$ cat src/rtl/jk_seq_pkg.sv
// Shared types for the J-K command sequencer: op and state encodings, checker
// model record and its single-step update.
package jk_seq_pkg;

    typedef enum logic [1:0] {
        OP_HOLD   = 2'b00,
        OP_RESET  = 2'b01,
        OP_SET    = 2'b10,
        OP_TOGGLE = 2'b11
    } op_e;

    typedef enum logic {
        ST_IDLE  = 1'b0,
        ST_ISSUE = 1'b1
    } state_e;

    typedef struct packed {
        logic model;
        logic known;
    } chk_t;

    localparam int unsigned ERR_MAX = 255;

    // One flip-flop clock of the model; hold and toggle never make Q known.
    function automatic chk_t chk_step(input chk_t cur, input op_e op);
        chk_t nxt;
        nxt = cur;
        case (op)
            OP_RESET:  nxt = '{model: 1'b0, known: 1'b1};
            OP_SET:    nxt = '{model: 1'b1, known: 1'b1};
            OP_TOGGLE: nxt.model = ~cur.model;
            default:   ;
        endcase
        return nxt;
    endfunction

endpackage

$ cat src/rtl/jk_cmd_fifo.sv
// Synchronous command FIFO; pointers carry an extra wrap bit for full/empty.
module jk_cmd_fifo #(
    parameter int DEPTH = 4,
    parameter int WIDTH = 6
) (
    input  logic             clk,
    input  logic             rst_n,
    input  logic             push,
    input  logic [WIDTH-1:0] wdata,
    input  logic             pop,
    output logic             full,
    output logic             empty,
    output logic [WIDTH-1:0] rdata
);
    localparam int AW = $clog2(DEPTH);

    logic [WIDTH-1:0] mem_q [DEPTH];
    logic [AW:0]      wr_ptr_q, wr_ptr_d;
    logic [AW:0]      rd_ptr_q, rd_ptr_d;
    logic             do_push, do_pop;

    assign empty   = (wr_ptr_q == rd_ptr_q);
    assign full    = (wr_ptr_q[AW] != rd_ptr_q[AW]) &&
                     (wr_ptr_q[AW-1:0] == rd_ptr_q[AW-1:0]);
    assign do_push = push && !full;
    assign do_pop  = pop && !empty;
    assign rdata   = mem_q[rd_ptr_q[AW-1:0]];

    always_comb begin
        // NOTE: every output gets a default first so no path infers a latch.
        wr_ptr_d = wr_ptr_q;
        rd_ptr_d = rd_ptr_q;
        if (do_push) wr_ptr_d = wr_ptr_q + 1'b1;
        if (do_pop)  rd_ptr_d = rd_ptr_q + 1'b1;
    end

    // NOTE: state uses non-blocking assignments so all flops update together.
    always_ff @(posedge clk) begin
        if (!rst_n) begin
            wr_ptr_q <= '0;
            rd_ptr_q <= '0;
        end else begin
            wr_ptr_q <= wr_ptr_d;
            rd_ptr_q <= rd_ptr_d;
        end
    end

    // NOTE: storage is not reset; the pointers alone decide which entries are valid.
    always_ff @(posedge clk) begin
        if (do_push) mem_q[wr_ptr_q[AW-1:0]] <= wdata;
    end

endmodule

$ cat src/rtl/jk_cmd_sequencer.sv
// Replays buffered J/K commands for cmd_rep+1 cycles each. Define
// JK_SEQ_CHECK_EN to build the flip-flop model and Q compare.
module jk_cmd_sequencer
    import jk_seq_pkg::*;
#(
    parameter int DEPTH = 4,
    parameter int CNT_W = 4,
    parameter int LAT   = 2
) (
    input  logic             clk,
    input  logic             rst_n,
    input  logic             cmd_valid,
    output logic             cmd_ready,
    input  logic [1:0]       cmd_op,
    input  logic [CNT_W-1:0] cmd_rep,
    output logic             J,
    output logic             K,
    input  logic             q_in,
    output logic             busy,
    output logic             exp_q,
    output logic             mismatch,
    output logic [7:0]       err_count
);
    localparam int FW = 2 + CNT_W;

    logic             fifo_full, fifo_empty, fifo_push, fifo_pop;
    logic [FW-1:0]    fifo_head;
    op_e              head_op;
    logic [CNT_W-1:0] head_rep;

    state_e           state_q, state_d;
    logic [CNT_W-1:0] cnt_q, cnt_d;
    op_e              jk_q, jk_d;

    assign cmd_ready = !fifo_full;
    assign fifo_push = cmd_valid && cmd_ready;
    assign head_op   = op_e'(fifo_head[FW-1 -: 2]);
    assign head_rep  = fifo_head[CNT_W-1:0];

    jk_cmd_fifo #(.DEPTH(DEPTH), .WIDTH(FW)) u_fifo (
        .clk   (clk),
        .rst_n (rst_n),
        .push  (fifo_push),
        .wdata ({cmd_op, cmd_rep}),
        .pop   (fifo_pop),
        .full  (fifo_full),
        .empty (fifo_empty),
        .rdata (fifo_head)
    );

    always_ff @(posedge clk) begin
        if (!rst_n) begin
            state_q <= ST_IDLE;
            cnt_q   <= '0;
            jk_q    <= OP_HOLD;
        end else begin
            state_q <= state_d;
            cnt_q   <= cnt_d;
            jk_q    <= jk_d;
        end
    end

    always_comb begin
        state_d = state_q;
        case (state_q)
            ST_IDLE:  if (!fifo_empty) state_d = ST_ISSUE;
            ST_ISSUE: if (cnt_q == '0 && fifo_empty) state_d = ST_IDLE;
            default:  state_d = ST_IDLE;
        endcase
    end

    // A finished command hands over to the next FIFO head on the same edge.
    always_comb begin
        fifo_pop = 1'b0;
        cnt_d    = cnt_q;
        jk_d     = jk_q;
        case (state_q)
            ST_IDLE: begin
                jk_d = OP_HOLD;
                if (!fifo_empty) begin
                    fifo_pop = 1'b1;
                    cnt_d    = head_rep;
                    jk_d     = head_op;
                end
            end
            ST_ISSUE: begin
                if (cnt_q != '0) begin
                    cnt_d = cnt_q - 1'b1;
                end else if (!fifo_empty) begin
                    fifo_pop = 1'b1;
                    cnt_d    = head_rep;
                    jk_d     = head_op;
                end else begin
                    jk_d = OP_HOLD;
                end
            end
            default: jk_d = OP_HOLD;
        endcase
    end

    assign J    = jk_q[1];
    assign K    = jk_q[0];
    assign busy = (state_q != ST_IDLE) || !fifo_empty;

`ifdef JK_SEQ_CHECK_EN
    chk_t       cur_q, cur_d;
    chk_t       dly_q [LAT];
    chk_t       dly_d [LAT];
    logic       mismatch_q, mismatch_d;
    logic [7:0] err_q, err_d;
    logic       chk_fail;

    // The delay line is fed with the post-edge model so its tail lines up with q_in.
    always_comb begin
        cur_d    = chk_step(cur_q, jk_q);
        dly_d[0] = cur_d;
        for (int i = 1; i < LAT; i++) dly_d[i] = dly_q[i-1];
        chk_fail   = dly_q[LAT-1].known && (q_in != dly_q[LAT-1].model);
        mismatch_d = mismatch_q || chk_fail;
        err_d      = err_q;
        if (chk_fail && err_q != 8'(ERR_MAX)) err_d = err_q + 8'd1;
    end

    always_ff @(posedge clk) begin
        if (!rst_n) begin
            cur_q      <= '0;
            dly_q      <= '{default: '0};
            mismatch_q <= 1'b0;
            err_q      <= '0;
        end else begin
            cur_q      <= cur_d;
            dly_q      <= dly_d;
            mismatch_q <= mismatch_d;
            err_q      <= err_d;
        end
    end

    assign exp_q     = dly_q[LAT-1].model;
    assign mismatch  = mismatch_q;
    assign err_count = err_q;
`else
    logic unused_q_in;
    localparam int unused_lat = LAT;

    assign unused_q_in = q_in;
    assign exp_q       = 1'b0;
    assign mismatch    = 1'b0;
    assign err_count   = '0;
`endif

endmodule
$ cat config.mk
export PLATFORM = sky130hd
export DESIGN_NAME = jk_cmd_sequencer
export DESIGN_NICKNAME = d
export VERILOG_FILES = /design/src/rtl/jk_seq_pkg.sv /design/src/rtl/jk_cmd_fifo.sv /design/src/rtl/jk_cmd_sequencer.sv
export SDC_FILE = /design/constraint.sdc
export NUM_CORES = 1
export LEC_CHECK = 0
export ABC_AREA = 0
export CAP_MARGIN = 10
export CORE_MARGIN = 4
export CORE_UTILIZATION = 49
export DETAILED_ROUTE_END_ITERATION = 6
export PLACE_DENSITY = 0.73
export SYNTH_ARGS = -nofsm -noshare
export SYNTH_HDL_FRONTEND = slang
export SYNTH_HIERARCHICAL = 1
export SYNTH_SLANG_ARGS = --single-unit
$ cat constraint.sdc
create_clock -name clk -period 2.03 [get_ports clk]
set_input_delay 0.3045 -clock clk [delete_from_list [all_inputs] [get_ports clk]]
set_output_delay 0.3045 -clock clk [all_outputs]
set_load 0.02 [all_outputs]
# Yosys cells after proc, flatten, opt, wreduce, memory -nomap -nowiden
# Memory sizes are Yosys's and may differ from the RTL's. A register that Yosys moved wholly into a read port is not among the register bits.
# Index checks and enable logic that the tools add are counted.
[word_totals]
in_bits = 10
out_inout_bits = 14
n_memories = 1
mem_bits_rw = 24
elab_cells = 39
register_bits = 13
[mem_list]
columns = ["memory", "depth", "width", "read_ports", "rd_clocked_by_memory_dff", "wr", "line_no", "text"]
rows = [
  ["u_fifo.mem_q", 4, 6, 1, 1, 1, "jk_cmd_fifo.sv:17", "logic [WIDTH-1:0] mem_q [DEPTH];"],
]
[classes]
eq_ne = 4
n_mux = 15
bitwise_logic = 1
n_reduce_logical = 10
n_addsub = 3
[ops]
columns = ["operator", "n"]
rows = [
  ["$mux 2", 4],
  ["$mux 4", 2],
  ["$pmux 4 s2", 1],
  ["$add 3x1->3 const B", 2],
  ["$logic_and 1x1->1", 5],
  ["$mux 1", 5],
  ["$logic_not 4->1", 1],
  ["$pmux 1 s2", 2],
  ["$pmux 2 s2", 1],
  ["$reduce_bool 4->1", 1],
  ["$sub 4x1->4 const B", 1],
  ["$eq 3x3->1", 1],
  ["$eq 2x2->1", 1],
  ["$logic_not 1->1", 2],
  ["$ne 2x2->1 const B", 1],
  ["$logic_or 1x1->1", 1],
  ["$ne 1x1->1", 1],
  ["$not 1->1", 1],
]

# Depth between registers and ports, before layout
# Gate-level depths: netlist (run 1).
[depth]
word_depth = 7
depth_mapped = 8

# By module
# Netlist (run 1), hierarchy kept.
[by_module_without_submodules]
columns = ["module", "cells_each", "instances", "area_per_inst_um2"]
rows = [
  ["jk_cmd_fifo", 99, 1, 1435.1],
  ["jk_cmd_sequencer", 62, 1, 490.5],
]

# Least setup slack after synthesis (run 1)
# No wires, ideal clock.
[synth_timing]
path_type = "flip-flop to flip-flop"
start = "register u_fifo.wr_ptr_q[0]"
end = "register u_fifo.rd_ptr_q[2]"
path_stages_with_launch = 8
setup_time_ps = 120
n_path_buf = 1
arrival_ps = 1926
required_time_ps = 1910
path_slack_ps = -16
path_cell_list = "dfxtp_1 > xor2_1 > nor3_1 > clkbuf_1 > nor2_1 > nand2_1 > and2_1 > o31a_1"
[synth_via]
elab_chain_cells = 5
[synth_rtl]
columns = ["item", "line_no", "text"]
rows = [
  ["from (decl)", "jk_cmd_fifo.sv:18", "logic [AW:0] wr_ptr_q, wr_ptr_d;"],
  ["from (signal assigned)", "jk_cmd_fifo.sv:43", "wr_ptr_q <= wr_ptr_d;"],
  ["$eq 3x3->1 (*)", "jk_cmd_fifo.sv:22", "assign empty = (wr_ptr_q == rd_ptr_q);"],
  ["net fifo_empty", "jk_cmd_sequencer.sv:26", "logic fifo_full, fifo_empty, fifo_push, fifo_pop;"],
  ["$mux 1 (*)", "jk_cmd_sequencer.sv:80, jk_cmd_sequencer.sv:89", ""],
  ["$mux 1", "jk_cmd_sequencer.sv:87", "if (cnt_q != '0) begin"],
  ["$pmux 1 s2 (*)", "jk_cmd_sequencer.sv:77", "case (state_q)"],
  ["net fifo_pop", "jk_cmd_sequencer.sv:26", ""],
  ["$logic_and 1x1->1 (*)", "jk_cmd_fifo.sv:26", "assign do_pop = pop && !empty;"],
  ["to (signal assigned)", "jk_cmd_fifo.sv:44", "rd_ptr_q <= rd_ptr_d;"],
  ["to (decl)", "jk_cmd_fifo.sv:19", "logic [AW:0] rd_ptr_q, rd_ptr_d;"],
]
# The timed path passes the listed nets; every way through them passes the cells marked *.
# A chain may end at the register's enable or synchronous reset.

# Worst setup path in the final report (run 1)
[layout_timing]
start = "register u_fifo.rd_ptr_q[0]"
end = "output port busy"
[layout_via]
elab_chain_cells = 3
[layout_rtl]
columns = ["item", "line_no", "text"]
rows = [
  ["$eq 3x3->1", "jk_cmd_fifo.sv:22", ""],
  ["net fifo_empty", "jk_cmd_sequencer.sv:26", ""],
  ["$logic_not 1->1", "jk_cmd_sequencer.sv:103", "assign busy = (state_q != ST_IDLE) || !fifo_empty;"],
  ["$logic_or 1x1->1", "jk_cmd_sequencer.sv:103", ""],
  ["to (decl)", "jk_cmd_sequencer.sv:19", "output logic busy,"],
]
# The timed path passes the listed nets, and every way through them passes these cells.

==> run metrics, run 1 <==
top-area cell type share of the netlist area=0.374; placed wire-length estimate=roughly 2.7 mm; total track usage=0.159; initial antenna violation count=0; Seq/Total Area, Yosys=0.530; CP arrival=1600 ps; later-pin clock latency in the skew report=roughly 280 ps; area occupied by multi-input gates=828 um2; Clock power frac=0.219; Primary FF master, synth=edfxtp_1; Mean Syn Cell Area=~12 um2; final period utilization=0.936; number of diodes=0; first-pass GRT wire length=about 6.2 mm; EDFF count, synth=24; overall via count from detail_route=1,364; Core Footprint=3720 um2; Worst setup EP type=output pin; PwrDens=1430 nW/um2; met3 usage=0.0469; Internal=2.25 mW; First DRT Iteration DRCs=50; Finish-stage setup viols=0; CTS tree=done; DRC Markers=0; Starting Density=0.518; via/cell ratio=5.52; Post-CTS Setup Bufs=0; clk sinks=39; crit path max-delay cell type=dfxtp_1; Worst IR Drop VDD=0.874 mV; First-pass DRT Iterations=4; crit-path cells=xor2_2 -> nor3_1 -> buf_4 -> nand2_1 -> dlygate4sd2_1; Setup WS pre-CTS=113 ps; Mapped Cells=161; Sequential Power Share=0.339; Fin Clk Skew=between 6 and 7 ps; fill count=284; synth top area cells=edfxtp_1 (37%), dfxtp_1 (16%), mux4_2 (7.0%); most common cell in the synthesized netlist=edfxtp_1; layout cell share with drive strength beyond 1=0.221; Ports=24; grt met1 use=0.184; max incr delay on CP=350 ps; distinct cell type count after synthesis=42; root buffer cell=clkbuf_8; max cap viols=0; WP buf/inv=2; FMAX=526 MHz; Crit Path Category=flip-flop to output pin; outcome=finished, final reports clean; Post-CTS Hold Fix Bufs=0; largest net degree at the start of global routing=13; Max Slew Vio Count=0; Layout area overhead=23.1%; CP top delay family=buffers and inverters; RSZ-0062 raised after global routing=false; Worst R2R Setup Slack=220 ps; Final GP Congestion=0.853; critical path fanouts, max=3; combinational power share=0.442; met2 Use GR=0.271; worst path required time=1730 ps; CTS H-tree depth=2; busiest grt layer=met2; total congestion overflow=0; CP startpoint kind=flip-flop; Hold WC Path Type=flip-flop to flip-flop; die height=70.7 um; cell row count=22; Cell Area, Synth=around 1900 um2; Total Wirelength=3.70 mm; drt wl/cell=15.0 um; top post-synthesis cells by count=edfxtp_1 (24), dfxtp_1 (15), buf_4 (10), inv_1 (10); Switch Pwr=around 1.1 mW; Hold Slack=486 ps; fin nets=214; ys async rst share=0; Die W=70.7 um; Final min period=1900 ps; Setup TNS=0 ps; clock-pin slew on the worst setup and hold paths=~80 ps; vias in the first global route=between 1,000 and 1,500; post-layout worst setup margin=130 ps; final antenna-violating net count=0; Inserted Clock Buffers=5; IO Port Bufs=12; post-synth top area cell=edfxtp_1; sw frac=0.338; LEAKAGE=0.912 nW; Synthesis Warnings=6; Hold Violations, Final=0; post-synthesis register bit count=39; Reg area=1020 um2; Max clock buf depth=2; die area=5000 um2
## routing by layer
metal / up-vias / wire length (um)
met5: - / 0
met4: 0 / 25
met3: 4 / 219
met2: 41 / 1910
met1: 664 / 1550
li1: 655 / -
## timing repair
| item | in CTS | in global routing |
|---|---|---|
| endpoints found under the setup margin | 2 | 16 |
| pin swaps | 1 | 0 |
| gates resized for setup | 4 | 3 |
## worst reg2reg max path: cells and delay by family, from the launching register on
family                 cells  cell delay (ps)
buffers and inverters      2              210
AO/OA/AOI/OAI              1              190
XOR/XNOR                   1              270
flip-flops                 1              370
AND/OR/NAND/NOR            3              480
## registers in the layout, summed over array words and instances, names as in the netlist, named ones only
| name | flops |
|---|---|
| u_fifo/rd_ptr_q | 3 |
| jk_q | 2 |
| cnt_q | 4 |
| u_fifo/mem_q | 24 |
| u_fifo/wr_ptr_q | 3 |
| state_q | 1 |
## area by class of cell
type | instances | area share
flip-flops and latches | 39 | 0.431
multi-input cells | 107 | 0.350
repair buffers | 35 | 0.122
clock buffers | 6 | 0.0306
clock inverters | 2 | 0.0253
well taps | 48 | 0.0253
inverters | 10 | 0.0158
## power by group through the flow
| stage | Clock, mW | Combinational [mW] | Sequential (mW) |
|---|---|---|---|
| after global placement | 0 | 1.44 | 1.15 |
| after CTS | 0.763 | 1.48 | 1.15 |
| final | 0.746 | 1.50 | 1.15 |
| after floorplan | 0 | 0.903 | 1.15 |
| after global routing | 0.806 | 1.64 | 1.17 |
| after detailed placement | 0 | 1.48 | 1.16 |
## worst paths after layout
kind	end	cells after the start	startpoint
worst min register to register	jk_q[1]	2	jk_q[1]
worst min-delay path	jk_q[1]	2	jk_q[1]
worst max register to register	u_fifo/mem_q[1][0]	7	u_fifo/wr_ptr_q[2]
worst max-delay path	busy	5	u_fifo/rd_ptr_q[0]
## cells by family (layout without fill, tap and decap cells)
group,Yosys count,in the layout,synth area share
buf+inv,24,53,0.0728
simple gates,47,47,0.144
flops,39,39,0.530
xor+xnor,6,6,0.0273
compound gates,30,30,0.103
mux,8,8,0.0812
fa+ha+maj,6,6,0.0390
other cells,1,10,0.00195
## through the flow
| step | instance area, um2 | power (mW) | util | cells |
|---|---|---|---|---|
| floorplan | 1970 | 2.06 | - | 170 |
| global placement | 2220 | 2.59 | 0.597 | 239 |
| detailed placement | 2220 | 2.64 | 0.597 | 239 |
| CTS | 2360 | 3.39 | 0.635 | 247 |
| global route | 2370 | 3.62 | 0.638 | 247 |
| finish | 2370 | 3.40 | 0.638 | 247 |
## layout by cell type, fill, tap and decap left out, drive strengths merged, types with 2 or more instances in the layout
cell	instances
a211o	4
a211oi	3
a21oi	7
a221oi	2
a31oi	2
a41oi	2
and2	4
buf	23
bufinv	2
clkbuf	6
clkdlybuf4s50	10
conb	10
dfxtp	15
dlygate4sd2	2
edfxtp	24
ha	6
inv	10
mux4	6
nand2	6
nand2b	2
nand3	5
nand3b	4
nand4	2
nor2	4
nor2b	5
nor3	5
o211ai	2
o21ai	7
or3	2
xnor2	3
xor2	3
Power figures use the tool's default switching activity.
==> run 2, diff against run 1 <==
- CORE_MARGIN: 4 -> 2
==> run metrics, run 2 (synthesis gave the netlist of run 1 again) <==
outcome=finished, final reports clean; Fin Clk Skew=between 5 and 6 ps; Final GP Congestion=0.815; die height=66.7 um; max incr delay on CP=370 ps; Core Footprint=3720 um2; via/cell ratio=5.52; Setup TNS=0 ps; commonest non-fill, non-tap cell in the layout=edfxtp_1; total congestion overflow=0; PwrDens=1400 nW/um2; FMAX=just over 500 MHz; final antenna-violating net count=0; RSZ-0062 raised after global routing=false; Total Wirelength=3.81 mm; Layout area overhead=21.9%; CP top delay family=buffers and inverters; CTS H-tree depth=2; Die W=approximately 67 um; initial antenna violation count=0; Hold WC Path Type=flip-flop to flip-flop; RR Startpoint=cnt_q[0]; die area=between 4000 and 5000 um2; Crit Path Category=flip-flop to output pin; clock-pin slew on the worst setup and hold paths=80 ps; first-pass GRT wire length=about 6.5 mm; Overall Power=3.29 mW; number of diodes=0; First-pass DRT Iterations=4; Post-CTS Setup Bufs=0; Max clock buf depth=2; Max Slew Vio Count=0; number of flip-flops under the largest register name=24; Setup crit start=u_fifo/rd_ptr_q[0]; LEAKAGE=0.896 nW; CP arrival=1630 ps; critical path fanouts, max=6; clk sinks=39; overall via count from detail_route=~1,400; max cap viols=0; most frequent cells in the layout=edfxtp_1 (24), buf_4 (22), dfxtp_1 (14); DRC Markers=0; Worst IR Drop VDD=about 0.7 mV; placed wire-length estimate=2.80 mm; First DRT Iteration DRCs=78; worst path required time=1730 ps; Post-CTS Hold Fix Bufs=0; vias in the first global route=1,416; Finish-stage setup viols=0; largest net degree at the start of global routing=14; crit path max-delay cell type=dfxtp_2; Inserted Clock Buffers=5; Starting Density=0.518; final period utilization=0.953; cell row count=22; Ports=24; Hold Violations, Final=0; drt wl/cell=15.5 um; CTS tree=done; later-pin clock latency in the skew report=slightly below 300 ps; Worst setup EP type=output pin; CP startpoint kind=flip-flop; crit-path cells=xor2_2 -> nor3_1 -> buf_4 -> nand2_1 -> dlygate4sd2_1; total track usage=0.203; WP buf/inv=2; layout cell share with drive strength beyond 1=0.222; IO Port Bufs=12; root buffer cell=clkbuf_8; Final min period=around 1900 ps; Hold Path Origin=jk_q[1]; fin nets=213
run 2: cell count changes in the layout (fill, tap and decap cells not counted), sizes merged:
cell / delta
buf: -1
bufinv: -1
clkbuf: -1
clkinv: +1
inv: +1
run 2: final cells by class:
cell class | count | area, um2
fillers | 293 | 1370
flip-flops and latches | 39 | 1020
multi-input cells | 107 | 833
repair buffers | 34 | 283
clock buffers | 5 | 68.8
well taps | 48 | 60.1
clock inverters | 3 | 42.5
inverters | 10 | 37.5
run 2: what timing repair did:
action | 4_1_cts | 5_1_grt
endpoints found under the setup margin | 2 | 21
pin swaps | 1 | 0
resized for setup | 5 | 3
run 2: report_power, final:
part | switching, mW | total, mW | leakage [nW] | internal, mW
Combinational | 0.758 | 1.48 | 0.496 | 0.725
Clock | 0.278 | 0.644 | 0.0562 | 0.366
Sequential | 0.136 | 1.16 | 0.344 | 1.02
Total | 1.17 | 3.29 | 0.896 | 2.12
run 2: stage by stage:
| step | cells | util | hold slack, ps | cell area (um2) | setup slack [ps] |
|---|---|---|---|---|---|
| floorplan | 170 | - | 403 | 1970 | 55.5 |
| global placement | 238 | 0.595 | 452 | 2210 | 151 |
| detailed placement | 238 | 0.595 | 464 | 2210 | 64.0 |
| CTS | 246 | 0.628 | 475 | 2330 | 85.2 |
| global route | 246 | 0.632 | 518 | 2350 | 25.9 |
| finish | 246 | 0.632 | 470 | 2350 | 95.0 |
run 2: worst reg2reg max path, cell delays in order (launching register included):
cell	delay (ps)
dfxtp_1	340
inv_1	80
ha_1	220
nor3b_2	220
nor2_1	90
nor2_1	100
buf_4	160
nand2_1	80
and2_1	160
o31a_1	280
run 2: metal layers:
| layer | GRT usage | share of wire | vias to the layer above |
|---|---|---|---|
| li1 | - | - | 650 |
| met1 | 0.228 | 0.40 | 669 |
| met2 | 0.373 | 0.54 | 32 |
| met3 | 0.0456 | 0.042 | 7 |
| met4 | 0.0765 | 0.017 | 0 |
| met5 | 0 | 0 | - |
run 2: worst paths after layout:
path                              to  slack [ps]  depth (start not counted)
setup / recovery                busy          90                          5
hold / removal               jk_q[1]         470                          2
setup reg to reg  u_fifo/rd_ptr_q[2]         210                          9
hold reg to reg              jk_q[1]         470                          2
==> run 3, diff against run 2 <==
- CORE_UTILIZATION: 49 -> 50
- CTS_BUF_LIST: not set -> sky130_fd_sc_hd__clkbuf_2 sky130_fd_sc_hd__clkbuf_4 sky130_fd_sc_hd__clkbuf_8
- PLACE_DENSITY: 0.73 -> 0.74
- clock period: 2.03 -> 1.7 ns (I/O delays scaled with it)
==> run metrics, run 3 (synthesis gave the netlist of run 1 again) <==
outcome=finished, final reports clean; Fin Clk Skew=3.98 ps; First DRT Iteration DRCs=roughly 110; RSZ-0062 raised after global routing=true; Post-CTS Hold Fix Bufs=0; Starting Density=0.522; layout cell share with drive strength beyond 1=0.405; max incr delay on CP=about 370 ps; CP startpoint kind=flip-flop; worst path required time=1440 ps; PwrDens=1770 nW/um2; Worst setup EP type=output pin; cell row count=22; total congestion overflow=0; overall via count from detail_route=1,404; clock-pin slew on the worst setup and hold paths=roughly 80 ps; Crit Path Category=flip-flop to output pin; final antenna-violating net count=0; initial antenna violation count=0; later-pin clock latency in the skew report=300 ps; Worst IR Drop VDD=0.990 mV; number of diodes=0; Total Wirelength=approximately 4.3 mm; Reg area=about 1000 um2; Layout area overhead=34.0%; Max Slew Vio Count=0; First-pass DRT Iterations=4; placed wire-length estimate=around 2.8 mm; commonest non-fill, non-tap cell in the layout=buf_4; CP arrival=between 1000 and 1500 ps; crit-path cells=xnor2_4 -> nor3_4 -> inv_1 -> buf_2; Hold Violations, Final=0; drt wl/cell=17.1 um; most frequent cells in the layout=buf_4 (26), edfxtp_1 (24), conb_1 (10), clkdlybuf4s50_1 (10), a21oi_1 (7); LEAKAGE=about 0.97 nW; clk sinks=39; number of flip-flops under the largest register name=24; Overall Power=about 4.6 mW; FMAX=603 MHz; area occupied by multi-input gates=985 um2; crit path max-delay cell type=dfxtp_2; first-pass GRT wire length=6.71 mm; Die W=approximately 66 um; fin nets=220; die area=4360 um2; largest net degree at the start of global routing=15; final period utilization=0.975; IO Port Bufs=12; DRC Markers=0; die height=66.1 um; total track usage=0.213; Final min period=about 1700 ps; max cap viols=0; fill count=roughly 270; vias in the first global route=about 1,400; via/cell ratio=5.55; Core Footprint=3690 um2; critical path fanouts, max=3; root buffer cell=clkbuf_8; CTS H-tree depth=2; Final GP Congestion=0.829; Ports=24; Inserted Clock Buffers=5; CTS tree=done; Max clock buf depth=2; fin util=0.700; Finish-stage setup viols=0; Hold WC Path Type=flip-flop to flip-flop
run 3: timing repair:
item                       CTS  global route
pin swaps                    6            11
buffers inserted             1             4
resized for setup           18            29
setup endpoints to repair   27            28
run 3: power by group:
part,leakage (nW),internal (mW),switching (mW)
clock network,0.0587,0.445,0.348
logic,0.566,1.19,1.18
registers,0.348,1.24,0.160
run 3: critical path, delay by kind of cell (launching register included):
family	cells	cell delay, ps
AND/OR/NAND/NOR	1	300
XOR/XNOR	1	170
flip-flops	1	370
buffers and inverters	2	260
run 3: worst paths after layout:
| kind | from | endpoint | slack, ps | depth (start not counted) |
|---|---|---|---|---|
| worst max-delay path | u_fifo/wr_ptr_q[2] | cmd_ready | 40 | 4 |
| worst min-delay path | jk_q[0] | jk_q[0] | 470 | 2 |
| worst max register to register | u_fifo/wr_ptr_q[1] | cnt_q[3] | 50 | 7 |
| worst min register to register | jk_q[0] | jk_q[0] | 470 | 2 |
run 3: through the flow:
step                      hold slack [ps]  setup WS, ps  instance area [um2]  setup TNS (ps)  cells
after floorplan                       354         -48.9                 2050            -146    170
after global placement                452       -0.0335                 2300         -0.0335    240
after detailed placement              460         -54.3                 2300            -760    240
after CTS                             470         -9.23                 2460           -80.0    249
after global routing                  491         -34.6                 2580            -285    253
final                                 465          42.3                 2580               0    253
run 3: cell type report:
type / instances / area share
inverters: 10 / 0.0145
flip-flops and latches: 39 / 0.403
clock inverters: 3 / 0.0184
clock buffers: 5 / 0.0267
multi-input cells: 107 / 0.381
well taps: 48 / 0.0233
repair buffers: 41 / 0.133
run 3: layer usage:
layer  vias up  track usage  part of all wire
met5         -            0                 0
met4         0       0.0893             0.023
met3        11       0.0477             0.031
met2        40        0.348              0.52
met1       681        0.275              0.43
li1        672            -                 -
